## src/rtl/iic_s_phy_timing.sv

```systemverilog
// I2C slave bit/byte engine: synchronised pin sampling, address match, ACK/NACK, read data and SCL stretching.
// Latency: 3 cycles pin-to-detect. Backpressure: SCL is stretched while tx_valid is low; a write byte is NACKed when rx_ready is low.
module iic_s_phy_timing #(
    parameter int         U_DLY    = 1,
    parameter logic [6:0] SLV_ADDR = 7'h50
) (
    input  logic       clk_sys,
    input  logic       rst_n,
    input  logic       iic_sck_i,
    output logic       iic_sck_o,
    output logic       iic_sck_t,
    input  logic       iic_sda_i,
    output logic       iic_sda_o,
    output logic       iic_sda_t,
    output logic [7:0] rx_data,
    output logic       rx_valid,
    input  logic       rx_ready,
    input  logic [7:0] tx_data,
    input  logic       tx_valid,
    output logic       tx_ready,
    output logic       start_det,
    output logic       stop_det,
    output logic       rd_nack,
    output logic       busy
);

    typedef enum logic [2:0] {
        S_IDLE, S_ADDR, S_ADDR_ACK, S_WR_DATA, S_WR_ACK, S_RD_DATA, S_RD_ACK, S_IGNORE
    } state_t;

    state_t     state;
    logic [2:0] scl_sync;
    logic [2:0] sda_sync;
    logic [2:0] bit_cnt;
    logic [7:0] rx_sh;
    logic [7:0] tx_sh;
    logic       rw;
    logic       sck_rel;

    logic       scl_s, scl_h, sda_s, sda_h;
    logic       scl_rise, scl_fall, start_cond, stop_cond;
    logic [7:0] rx_byte;
    logic       rd_load, tx_take;
    logic       unused_dly;

    assign unused_dly = (U_DLY != 0);

    assign scl_s      = scl_sync[1];
    assign scl_h      = scl_sync[2];
    assign sda_s      = sda_sync[1];
    assign sda_h      = sda_sync[2];
    assign scl_rise   = scl_s & ~scl_h;
    assign scl_fall   = ~scl_s & scl_h;
    assign start_cond = scl_s & sda_h & ~sda_s;
    assign stop_cond  = scl_s & ~sda_h & sda_s;
    assign rx_byte    = {rx_sh[6:0], sda_s};

    // Read byte fetch happens on the SCL fall that closes an address ACK (read) or a master ACK.
    assign rd_load = scl_fall & (((state == S_ADDR_ACK) & iic_sda_t & rw) | (state == S_RD_ACK));
    assign tx_take = tx_valid & (rd_load | ((state == S_RD_DATA) & iic_sck_t & ~sck_rel));

    always_ff @(posedge clk_sys) begin
        if (!rst_n) begin
            scl_sync  <= 3'b111;
            sda_sync  <= 3'b111;
            state     <= S_IDLE;
            bit_cnt   <= 3'd0;
            rx_sh     <= 8'h00;
            tx_sh     <= 8'h00;
            rw        <= 1'b0;
            sck_rel   <= 1'b0;
            iic_sda_o <= 1'b1;
            iic_sda_t <= 1'b0;
            iic_sck_o <= 1'b1;
            iic_sck_t <= 1'b0;
            rx_data   <= 8'h00;
            rx_valid  <= 1'b0;
            tx_ready  <= 1'b0;
            start_det <= 1'b0;
            stop_det  <= 1'b0;
            rd_nack   <= 1'b0;
            busy      <= 1'b0;
        end else begin
            scl_sync  <= {scl_sync[1:0], iic_sck_i};
            sda_sync  <= {sda_sync[1:0], iic_sda_i};
            rx_valid  <= 1'b0;
            tx_ready  <= 1'b0;
            start_det <= 1'b0;
            stop_det  <= 1'b0;
            rd_nack   <= 1'b0;
            if (start_cond) begin
                state     <= S_ADDR;
                bit_cnt   <= 3'd0;
                iic_sda_o <= 1'b1;
                iic_sda_t <= 1'b0;
                start_det <= 1'b1;
                busy      <= 1'b1;
            end else if (stop_cond) begin
                state     <= S_IDLE;
                bit_cnt   <= 3'd0;
                iic_sda_o <= 1'b1;
                iic_sda_t <= 1'b0;
                iic_sck_o <= 1'b1;
                iic_sck_t <= 1'b0;
                sck_rel   <= 1'b0;
                stop_det  <= 1'b1;
                busy      <= 1'b0;
            end else begin
                case (state)
                    S_ADDR: if (scl_rise) begin
                        rx_sh   <= rx_byte;
                        bit_cnt <= bit_cnt + 3'd1;
                        if (bit_cnt == 3'd7) begin
                            rw    <= rx_byte[0];
                            state <= (rx_byte[7:1] == SLV_ADDR) ? S_ADDR_ACK : S_IGNORE;
                        end
                    end
                    // First fall after the byte pulls SDA low, the next fall lets it go.
                    S_ADDR_ACK, S_WR_ACK: if (scl_fall) begin
                        if (!iic_sda_t) begin
                            iic_sda_t <= 1'b1;
                            iic_sda_o <= 1'b0;
                        end else begin
                            iic_sda_t <= 1'b0;
                            iic_sda_o <= 1'b1;
                            if (state == S_WR_ACK || !rw)
                                state <= S_WR_DATA;
                        end
                    end
                    S_WR_DATA: if (scl_rise) begin
                        rx_sh   <= rx_byte;
                        bit_cnt <= bit_cnt + 3'd1;
                        if (bit_cnt == 3'd7) begin
                            rx_data  <= rx_byte;
                            rx_valid <= 1'b1;
                            state    <= rx_ready ? S_WR_ACK : S_IGNORE;
                        end
                    end
                    S_RD_DATA: begin
                        if (iic_sck_t) begin
                            if (sck_rel) begin
                                iic_sck_t <= 1'b0;
                                iic_sck_o <= 1'b1;
                                sck_rel   <= 1'b0;
                            end
                        end else if (scl_rise) begin
                            bit_cnt <= bit_cnt + 3'd1;
                        end else if (scl_fall) begin
                            if (bit_cnt == 3'd0) begin
                                iic_sda_t <= 1'b0;
                                iic_sda_o <= 1'b1;
                                state     <= S_RD_ACK;
                            end else begin
                                iic_sda_o <= tx_sh[3'd7 - bit_cnt];
                                iic_sda_t <= ~tx_sh[3'd7 - bit_cnt];
                            end
                        end
                    end
                    S_RD_ACK: if (scl_rise && sda_s) begin
                        rd_nack <= 1'b1;
                        state   <= S_IGNORE;
                    end
                    default: ;
                endcase
                if (rd_load) begin
                    state   <= S_RD_DATA;
                    bit_cnt <= 3'd0;
                    if (!tx_valid) begin
                        iic_sck_o <= 1'b0;
                        iic_sck_t <= 1'b1;
                    end
                end
                if (tx_take) begin
                    tx_sh     <= tx_data;
                    tx_ready  <= 1'b1;
                    iic_sda_o <= tx_data[7];
                    iic_sda_t <= ~tx_data[7];
                    if (iic_sck_t)
                        sck_rel <= 1'b1;
                end
            end
        end
    end

endmodule

```

## config.mk

```make
export PLATFORM = sky130hd
export DESIGN_NAME = iic_s_phy_timing
export DESIGN_NICKNAME = d
export VERILOG_FILES = /design/src/rtl/iic_s_phy_timing.sv
export SDC_FILE = /design/constraint.sdc
export NUM_CORES = 1
export LEC_CHECK = 0
export BUFFER_PORTS_ARGS = -buffer_cell sky130_fd_sc_hd__buf_4
export CORE_UTILIZATION = 56
export CTS_CLUSTER_DIAMETER = 120
export DETAILED_ROUTE_END_ITERATION = 10
export PLACE_DENSITY_LB_ADDON = 0.15
export SYNTH_ARGS = -nofsm -noshare
export SYNTH_HDL_FRONTEND = slang
export SYNTH_SLANG_ARGS = --single-unit
```

## constraint.sdc

```tcl
create_clock -name clk_sys -period 2.5 [get_ports clk_sys]
set_input_delay 0.5 -clock clk_sys [delete_from_list [all_inputs] [get_ports clk_sys]]
set_output_delay 0.5 -clock clk_sys [all_outputs]
set_load 0.02 [all_outputs]
```

==> results of run 1 <==
-- cell type report --
cell class / instances / area [µm²] / area share (%)
inverters: 6 / 22.52 / 0.9086
repair buffers: 31 / 232.7 / 9.389
flip-flops and latches: 47 / 940.9 / 37.96
well taps: 48 / 60.06 / 2.423
clock inverters: 2 / 13.76 / 0.5553
clock buffers: 6 / 82.58 / 3.332
multi-input cells: 171 / 1126 / 45.43
-- cell families (layout without fill, tap and decap cells) --
| logic type | after synthesis | count (layout) | share of synthesized area [%] |
|---|---|---|---|
| simple gates | 100 | 100 | 24.70 |
| flops | 47 | 47 | 43.49 |
| compound gates | 46 | 46 | 14.05 |
| mux | 20 | 20 | 10.41 |
| buf+inv | 19 | 45 | 4.453 |
| fa+ha+maj | 3 | 3 | 1.735 |
| xor+xnor | 2 | 2 | 1.157 |
-- worst min-delay path by stage --
stage / endpoint / cells past startpoint
after global placement: sda_sync[1]$_SDFF_PN1_ / 1
after detailed placement: sda_sync[1]$_SDFF_PN1_ / 1
after global routing: sda_sync[0]$_SDFF_PN1_ / 2
after floorplan: scl_sync[1]$_SDFF_PN1_ / 1
after CTS: scl_sync[0]$_SDFF_PN1_ / 2
final: scl_sync[0]$_SDFF_PN1_ / 2
-- power groups by stage --
stage,registers [mW],clock network (mW),logic (mW)
3_3_place_gp,0.782,0,0.0611
3_5_place_dp,0.782,0,0.0611
6_report,0.764,0.484,0.0612
4_1_cts,0.764,0.491,0.0613
5_1_grt,0.766,0.528,0.0671
2_1_floorplan,0.777,0,0.0401
-- Yosys cell counts, drive strengths merged (2+ instances only) --
| cell type | number | area (µm²) |
|---|---|---|
| a211oi | 3 | 27.52 |
| a21oi | 18 | 90.09 |
| a31oi | 2 | 12.51 |
| and3 | 3 | 18.77 |
| buf | 11 | 66.31 |
| clkbuf | 2 | 7.510 |
| dfxtp | 47 | 940.9 |
| ha | 3 | 37.54 |
| inv | 6 | 22.52 |
| mux2i | 18 | 180.2 |
| mux4 | 2 | 45.04 |
| nand2 | 18 | 67.56 |
| nand2b | 8 | 50.05 |
| nand3 | 11 | 55.05 |
| nand3b | 2 | 15.01 |
| nor2 | 35 | 133.9 |
| nor2b | 4 | 25.02 |
| nor3 | 5 | 41.29 |
| nor4b | 4 | 35.03 |
| o21a | 4 | 30.03 |
| o21ai | 7 | 35.03 |
| xnor2 | 2 | 25.03 |
-- state kept, by name, summed over array words and instances (netlist names), 3 cells and up --
register and flops:
bit_cnt 3, sda_sync 3, tx_sh 8, state 3, rx_data 8, rx_sh 7, scl_sync 3
-- through the flow --
step	worst slack (ps)	std cells
finish	290.9	311
global route	148.3	311
CTS	302.2	311
detailed placement	402.8	303
global placement	492.2	303
floorplan	622.1	237
-- layer usage --
| metal | track usage [%] | share of wire, % | vias to the layer above |
|---|---|---|---|
| met2 | 35.64 | 44 | 46 |
| met5 | 0 | 0 | - |
| met4 | 12.50 | 3.3 | 0 |
| met3 | 7.321 | 4.4 | 15 |
| met1 | 30.65 | 48 | 793 |
| li1 | - | - | 885 |
==> impl_summary.txt, run 1 <==
----------------------------------------------------
[Status]
  Status ... finished, final reports clean

[Die]
  Row count ... 22
  Die Footprint ... 4116 µm²
  Die boundary height ... 64.16 µm
  Top Ports ... 32
  Die width ... 64.16 µm
  Initial Utilization ... 58.65%
  Core ar. ... 3689 µm²

[Critical path]
  Launching element of the worst setup path ... bit_cnt[0]$_SDFFE_PP0P_
  Cell class contributing the biggest share of worst-path delay ... compound AO/OA/AOI/OAI gates
  Capturing element type of the critical path ... flop
  Maximum fanout encountered on the critical timing path ... 4
  Launch instance of the worst register-to-register path ... bit_cnt[0]$_SDFFE_PP0P_
  Crit-path slowest cell ... sky130_fd_sc_hd__dfxtp_1
  Reg2reg setup slack ... 290 ps
  R2R depth ... 7
  Endpoint of the lowest-slack register-to-register path ... state[2]$_SDFFE_PP0P_
  Last element of the critical path ... state[2]$_SDFFE_PP0P_
  Cell count along the critical path ... 7
  Crit path top cell by count ... sky130_fd_sc_hd__ha_1
  Critical Setup Path Class ... reg2reg
  Buf/Inv on CP ... 0
  Arrival @ worst endpoint ... 2380 ps
  Worst path max stage delay ... 420 ps
  Sort of element at the start of the critical path ... flop
  Cell chain of the critical path ... ha_1 > ha_1 > nor3b_1 > a211o_1 > a211oi_2 > nor4b_1 > a211oi_1
  Required time of the worst setup path ... 2670 ps

[CTS]
  TritonCTS clock tree ... yes
  Sink Count ... 47
  Clk Latency, worst-skew pair ... 300 ps
  Number of post-CTS setup repair buffers ... 0
  Number of CTS-inserted buffers ... 5
  Total of cells resized after clock tree synthesis ... 0
  Root buffer cell ... sky130_fd_sc_hd__clkbuf_8
  Register clock-pin slew on the reported worst setup and hold paths ... 90 ps
  Number of buffers inserted by hold repair at cts ... 0
  Clock Path Buffers ... 2
  H-tree depth ... 2

[Placement]
  Buffers on Ports ... 31
  Placed Instance Area ... 2382 µm²
  Placer Congestion ... 0.9003
  HPWL after DPL ... 3092 µm

[Cells and area]
  Number of diodes added for antenna fixing ... 0
  Post-Layout Inst Area ... 2479 µm²
  Layout-stage area growth over the synthesis result ... 14.58%
  Commonest non-fill, non-tap cell in the layout ... sky130_fd_sc_hd__dfxtp_1
  Final design utilization ... 67.20%
  Fill cell count ... 314
  Final #Nets ... 279
  Most frequent cells in the layout ... 47 x sky130_fd_sc_hd__dfxtp_1, 34 x sky130_fd_sc_hd__nor2_1, 31 x sky130_fd_sc_hd__buf_4
  Fraction of final layout cells with drive strength greater than 1 ... 19.39%

[Timing]
  Headroom to the max-slew limit ... 54.06%
  Minimum clock period after layout ... 2209 ps
  Setup TNS ... 0 ps
  Share of the cycle needed by the critical path after routing ... 88.37%
  Layout Skew ... 7.264 ps
  Unrepaired setup endpoints after global routing ... no
  Total of endpoints with negative setup slack in the final report ... 0
  Worst Max-Slew Pin Slew ... 688.2 ps
  Tightest hold margin ... 372.0 ps
  Hold Violations, Final ... 0
  Slew Limit Fails ... 0
  Top achievable clock speed ... 0.4527 GHz

[Min path]
  Startpoint of the most critical hold path ... iic_sck_i
  Class of the tightest hold or removal check ... in2reg

[Pwr]
  P_sw ... 0.3005 mW
  Logic pwr share ... 4.7%
  Internal power component ... 1.009 mW
  Final Total Pwr ... 1.309 mW
  Maximum ir drop on the vdd rail ... 463.3 µV
  Proportion of power drawn by the clock network ... 37.0%
  Total leakage power ... 0.9239 nW
  Switching share of power ... 22.95%
  Pwr per Cell Area ... 528.3 nW/µm²
  Sequential group share of total power ... 58.4%

[Yosys]
  Dominant register cell in the synthesized netlist ... sky130_fd_sc_hd__dfxtp_1
  Number of enable flip-flop cells after synthesis ... 0
  Net count after synthesis ... 254
  Sequential area share after synthesis ... 43.49%
  Cell count after synthesis ... 237
  Library cells used by synthesis ... 53
  Count of warnings emitted by yosys ... 0
  Fraction of registers with async set/reset ... 0%
  Register bit total from synthesis ... 47
  Synth Area per Inst ... 9.128 µm²
  Cell area after synthesis ... 2163 µm²

[Drt]
  DR WL/cell ... 14.18 µm
  Via count of the routed design ... 1,739
  Per-cell via count in the routed design ... 5.592
  Initial DRC count ... 119
  Final routed wirelength across all metal layers ... 4410 µm
  1st-pass router iterations ... 4
  Number of routed nets with antenna violations ... 0
  DRC violations left ... 0

[Global route]
  Overall overflow remaining after global route ... 0
  Overall track demand over capacity in global routing ... 23.81%
  Maximum number of pins on one net before global-route repair ... 29
  Number of antenna violations at the first check in global routing ... 0
  Global-route wire length before repair ... 7389 µm
  Via count of the first global-routing pass ... 1,579

[Run]
  Number of max-capacitance violations reported ... 0

----------------------------------------------------
No activity file was read; power rests on OpenSTA's default activity.
==> inputs of run 2 (changes only) <==
Settings changed: CORE_UTILIZATION 56 to 50.
Clock period 2.5 ns to 1.9 ns, I/O delays scaled along.
==> run 2 against run 1 <==
Clock power increased by 37%; cell area up 8.6%; combinational power rose by 55%; utilization fell by 1.3 points; clock skew shrank 5.7 ps; critical path depth did not move; register-to-register slack worse by 200 ps; clock-buffer cell count grew 1; die area increased by 12%; fmax is 22% higher; total power rose by 34%; sequential share of layout area fell by 2.9 points; critical path type unchanged; critical endpoint is now state[0]$_SDFFE_PN0P_; largest cell class unchanged.
==> impl_summary.txt, run 2 (synthesized netlist as in run 1, its figures left out) <==
----------------------------------------------------
[Status]
  Status ... finished, final reports clean

[Critical path]
  Endpoint of the lowest-slack register-to-register path ... state[0]$_SDFFE_PN0P_
  Reg2reg setup slack ... 90 ps
  Launch instance of the worst register-to-register path ... bit_cnt[0]$_SDFFE_PP0P_
  Arrival @ worst endpoint ... 2060 ps
  Crit path top cell by count ... sky130_fd_sc_hd__ha_1
  Critical Setup Path Class ... reg2reg
  Sort of element at the start of the critical path ... flop
  Crit-path slowest cell ... sky130_fd_sc_hd__dfxtp_1
  Maximum fanout encountered on the critical timing path ... 3
  Worst path max stage delay ... 350 ps
  Capturing element type of the critical path ... flop
  Cell chain of the critical path ... ha_1 > ha_1 > nor3b_1 > a211o_1 > a211oi_4 > mux2i_1 > a31o_1
  Required time of the worst setup path ... 2150 ps
  R2R depth ... 7

[Pwr]
  Logic pwr share ... 5.4%
  Pwr per Cell Area ... 653.2 nW/µm²
  Maximum ir drop on the vdd rail ... 531.0 µV
  Total leakage power ... 1.042 nW
  Switching share of power ... 22.19%
  Proportion of power drawn by the clock network ... 37.6%
  Final Total Pwr ... 1.759 mW
  Sequential group share of total power ... 57.0%
  P_sw ... 0.3902 mW
  Internal power component ... 1.369 mW

[Timing]
  Headroom to the max-slew limit ... 67.16%
  Total of endpoints with negative setup slack in the final report ... 0
  Top achievable clock speed ... 0.5518 GHz
  Minimum clock period after layout ... 1812 ps
  Hold Violations, Final ... 0
  Layout Skew ... 1.569 ps
  Slew Limit Fails ... 0
  Unrepaired setup endpoints after global routing ... no
  Share of the cycle needed by the critical path after routing ... 95.38%
  Setup TNS ... 0 ps
  Worst Max-Slew Pin Slew ... 487.5 ps

[Global route]
  Via count of the first global-routing pass ... 1,679
  Maximum number of pins on one net before global-route repair ... 29
  Overall track demand over capacity in global routing ... 23.27%
  Global-route wire length before repair ... 7783 µm
  Number of antenna violations at the first check in global routing ... 0
  Overall overflow remaining after global route ... 0

[Cells and area]
  Registers with the highest flip-flop counts ... rx_data: 8 flops, tx_sh: 8 flops, rx_sh: 7 flops
  Layout-stage area growth over the synthesis result ... 24.46%
  Final #Nets ... 300
  Fill cell count ... 379
  Fraction of final layout cells with drive strength greater than 1 ... 26.76%
  Most frequent cells in the layout ... 50 x sky130_fd_sc_hd__buf_4, 45 x sky130_fd_sc_hd__dfxtp_1, 34 x sky130_fd_sc_hd__nor2_1
  Number of diodes added for antenna fixing ... 0
  Commonest non-fill, non-tap cell in the layout ... sky130_fd_sc_hd__buf_4

[CTS]
  Number of CTS-inserted buffers ... 5
  TritonCTS clock tree ... yes
  Register clock-pin slew on the reported worst setup and hold paths ... 80 ps
  Root buffer cell ... sky130_fd_sc_hd__clkbuf_8
  Sink Count ... 47
  H-tree depth ... 2
  Total of cells resized after clock tree synthesis ... 0
  Clock Path Buffers ... 2
  Number of buffers inserted by hold repair at cts ... 0
  Number of post-CTS setup repair buffers ... 0
  Clk Latency, worst-skew pair ... 300 ps

[Die]
  Die Footprint ... 4593 µm²
  Top Ports ... 32
  Core ar. ... 4086 µm²
  Row count ... 23
  Die boundary height ... 67.78 µm
  Initial Utilization ... 52.94%
  Die width ... 67.78 µm

[Placement]
  Placer Congestion ... 0.8581
  HPWL after DPL ... 3554 µm
  Buffers on Ports ... 31

[Drt]
  DRC violations left ... 0
  Top layer reached by signal wires ... met4
  Wire length the detailed router placed on met1 ... 2355 µm
  Initial DRC count ... 179
  Via count of the routed design ... 1,827
  1st-pass router iterations ... 4
  Final routed wirelength across all metal layers ... 4806 µm
  DR WL/cell ... 14.39 µm
  Met2 WL post-DR ... 2215 µm
  Wire length on met3 ... 164 µm
  Per-cell via count in the routed design ... 5.470
  Number of routed nets with antenna violations ... 0

[Run]
  Number of max-capacitance violations reported ... 0

[Min path]
  Number of cells on the worst hold path ... 2
  Endpoint of the worst hold path ... sda_sync[0]$_SDFF_PN1_
  Startpoint of the most critical hold path ... iic_sda_i
  Class of the tightest hold or removal check ... in2reg

----------------------------------------------------
==> run 2: cell count changes in the layout (fill, tap and decap cells not counted), moves of 2 or more <==
cell	delta
sky130_fd_sc_hd__dfxtp_2	+2
sky130_fd_sc_hd__dfxtp_1	-2
sky130_fd_sc_hd__buf_4	+19
sky130_fd_sc_hd__buf_12	+2
==> run 2: how the worst max path moves through the flow <==
stage	startpoint	endpoint	cells past startpoint
CTS	bit_cnt[0]$_SDFFE_PP0P_	state[2]$_SDFFE_PP0P_	7
global route	bit_cnt[0]$_SDFFE_PP0P_	state[0]$_SDFFE_PN0P_	7
floorplan	bit_cnt[0]$_SDFFE_PP0P_	state[2]$_SDFFE_PP0P_	7
finish	bit_cnt[0]$_SDFFE_PP0P_	state[0]$_SDFFE_PN0P_	7
global placement	state[2]$_SDFFE_PP0P_	state[0]$_SDFFE_PN0P_	6
detailed placement	state[2]$_SDFFE_PP0P_	iic_sda_t$_SDFFE_PP0P_	5
==> run 2: power groups by stage <==
stage / clock, mW / sequential (mW) / combinational (mW)
final: 0.662 / 1.00 / 0.0949
after global routing: 0.717 / 1.00 / 0.103
after CTS: 0.676 / 1.00 / 0.0958
after detailed placement: 0 / 1.03 / 0.0955
after global placement: 0 / 1.03 / 0.0940
after floorplan: 0 / 1.02 / 0.0527
==> run 2: per-layer routing <==
layer  vias to the layer above  track usage, %
met5                         -               0
met4                         0           8.594
met3                         7           4.730
met2                        41           36.76
met1                       855           31.12
li1                        924               -
==> run 2: critical path: cells and delay by family (launching register included) <==
kind	cells	cell delay, ps
adder cells (fa/ha/maj)	2	340
AO/OA/AOI/OAI	3	750
multiplexers	1	250
flip-flops	1	350
AND/OR/NAND/NOR	1	60
==> run 2: final cells by class <==
| cell class | count | area (µm²) | share of cell area [%] |
|---|---|---|---|
| Sequential cell | 47 | 943.4 | 35.04 |
| Tap cell | 50 | 62.56 | 2.323 |
| Clock inverter | 1 | 7.507 | 0.2788 |
| Inverter | 6 | 22.52 | 0.8364 |
| Multi-Input combinational cell | 171 | 1145 | 42.52 |
| Clock buffer | 7 | 96.34 | 3.578 |
| Timing Repair Buffer | 52 | 415.4 | 15.43 |
==> run 2: stage by stage <==
stage	std cells	setup WS [ps]	hold slack, ps	area, µm²	util [%]
5_1_grt	334	22.29	253.3	2693	65.89
6_report	334	87.76	260.3	2693	65.89
2_1_floorplan	237	22.08	386.3	2163	-
3_5_place_dp	326	76.91	400.7	2567	62.83
3_3_place_gp	326	60.72	394.3	2567	62.83
4_1_cts	334	47.07	257.6	2671	65.37
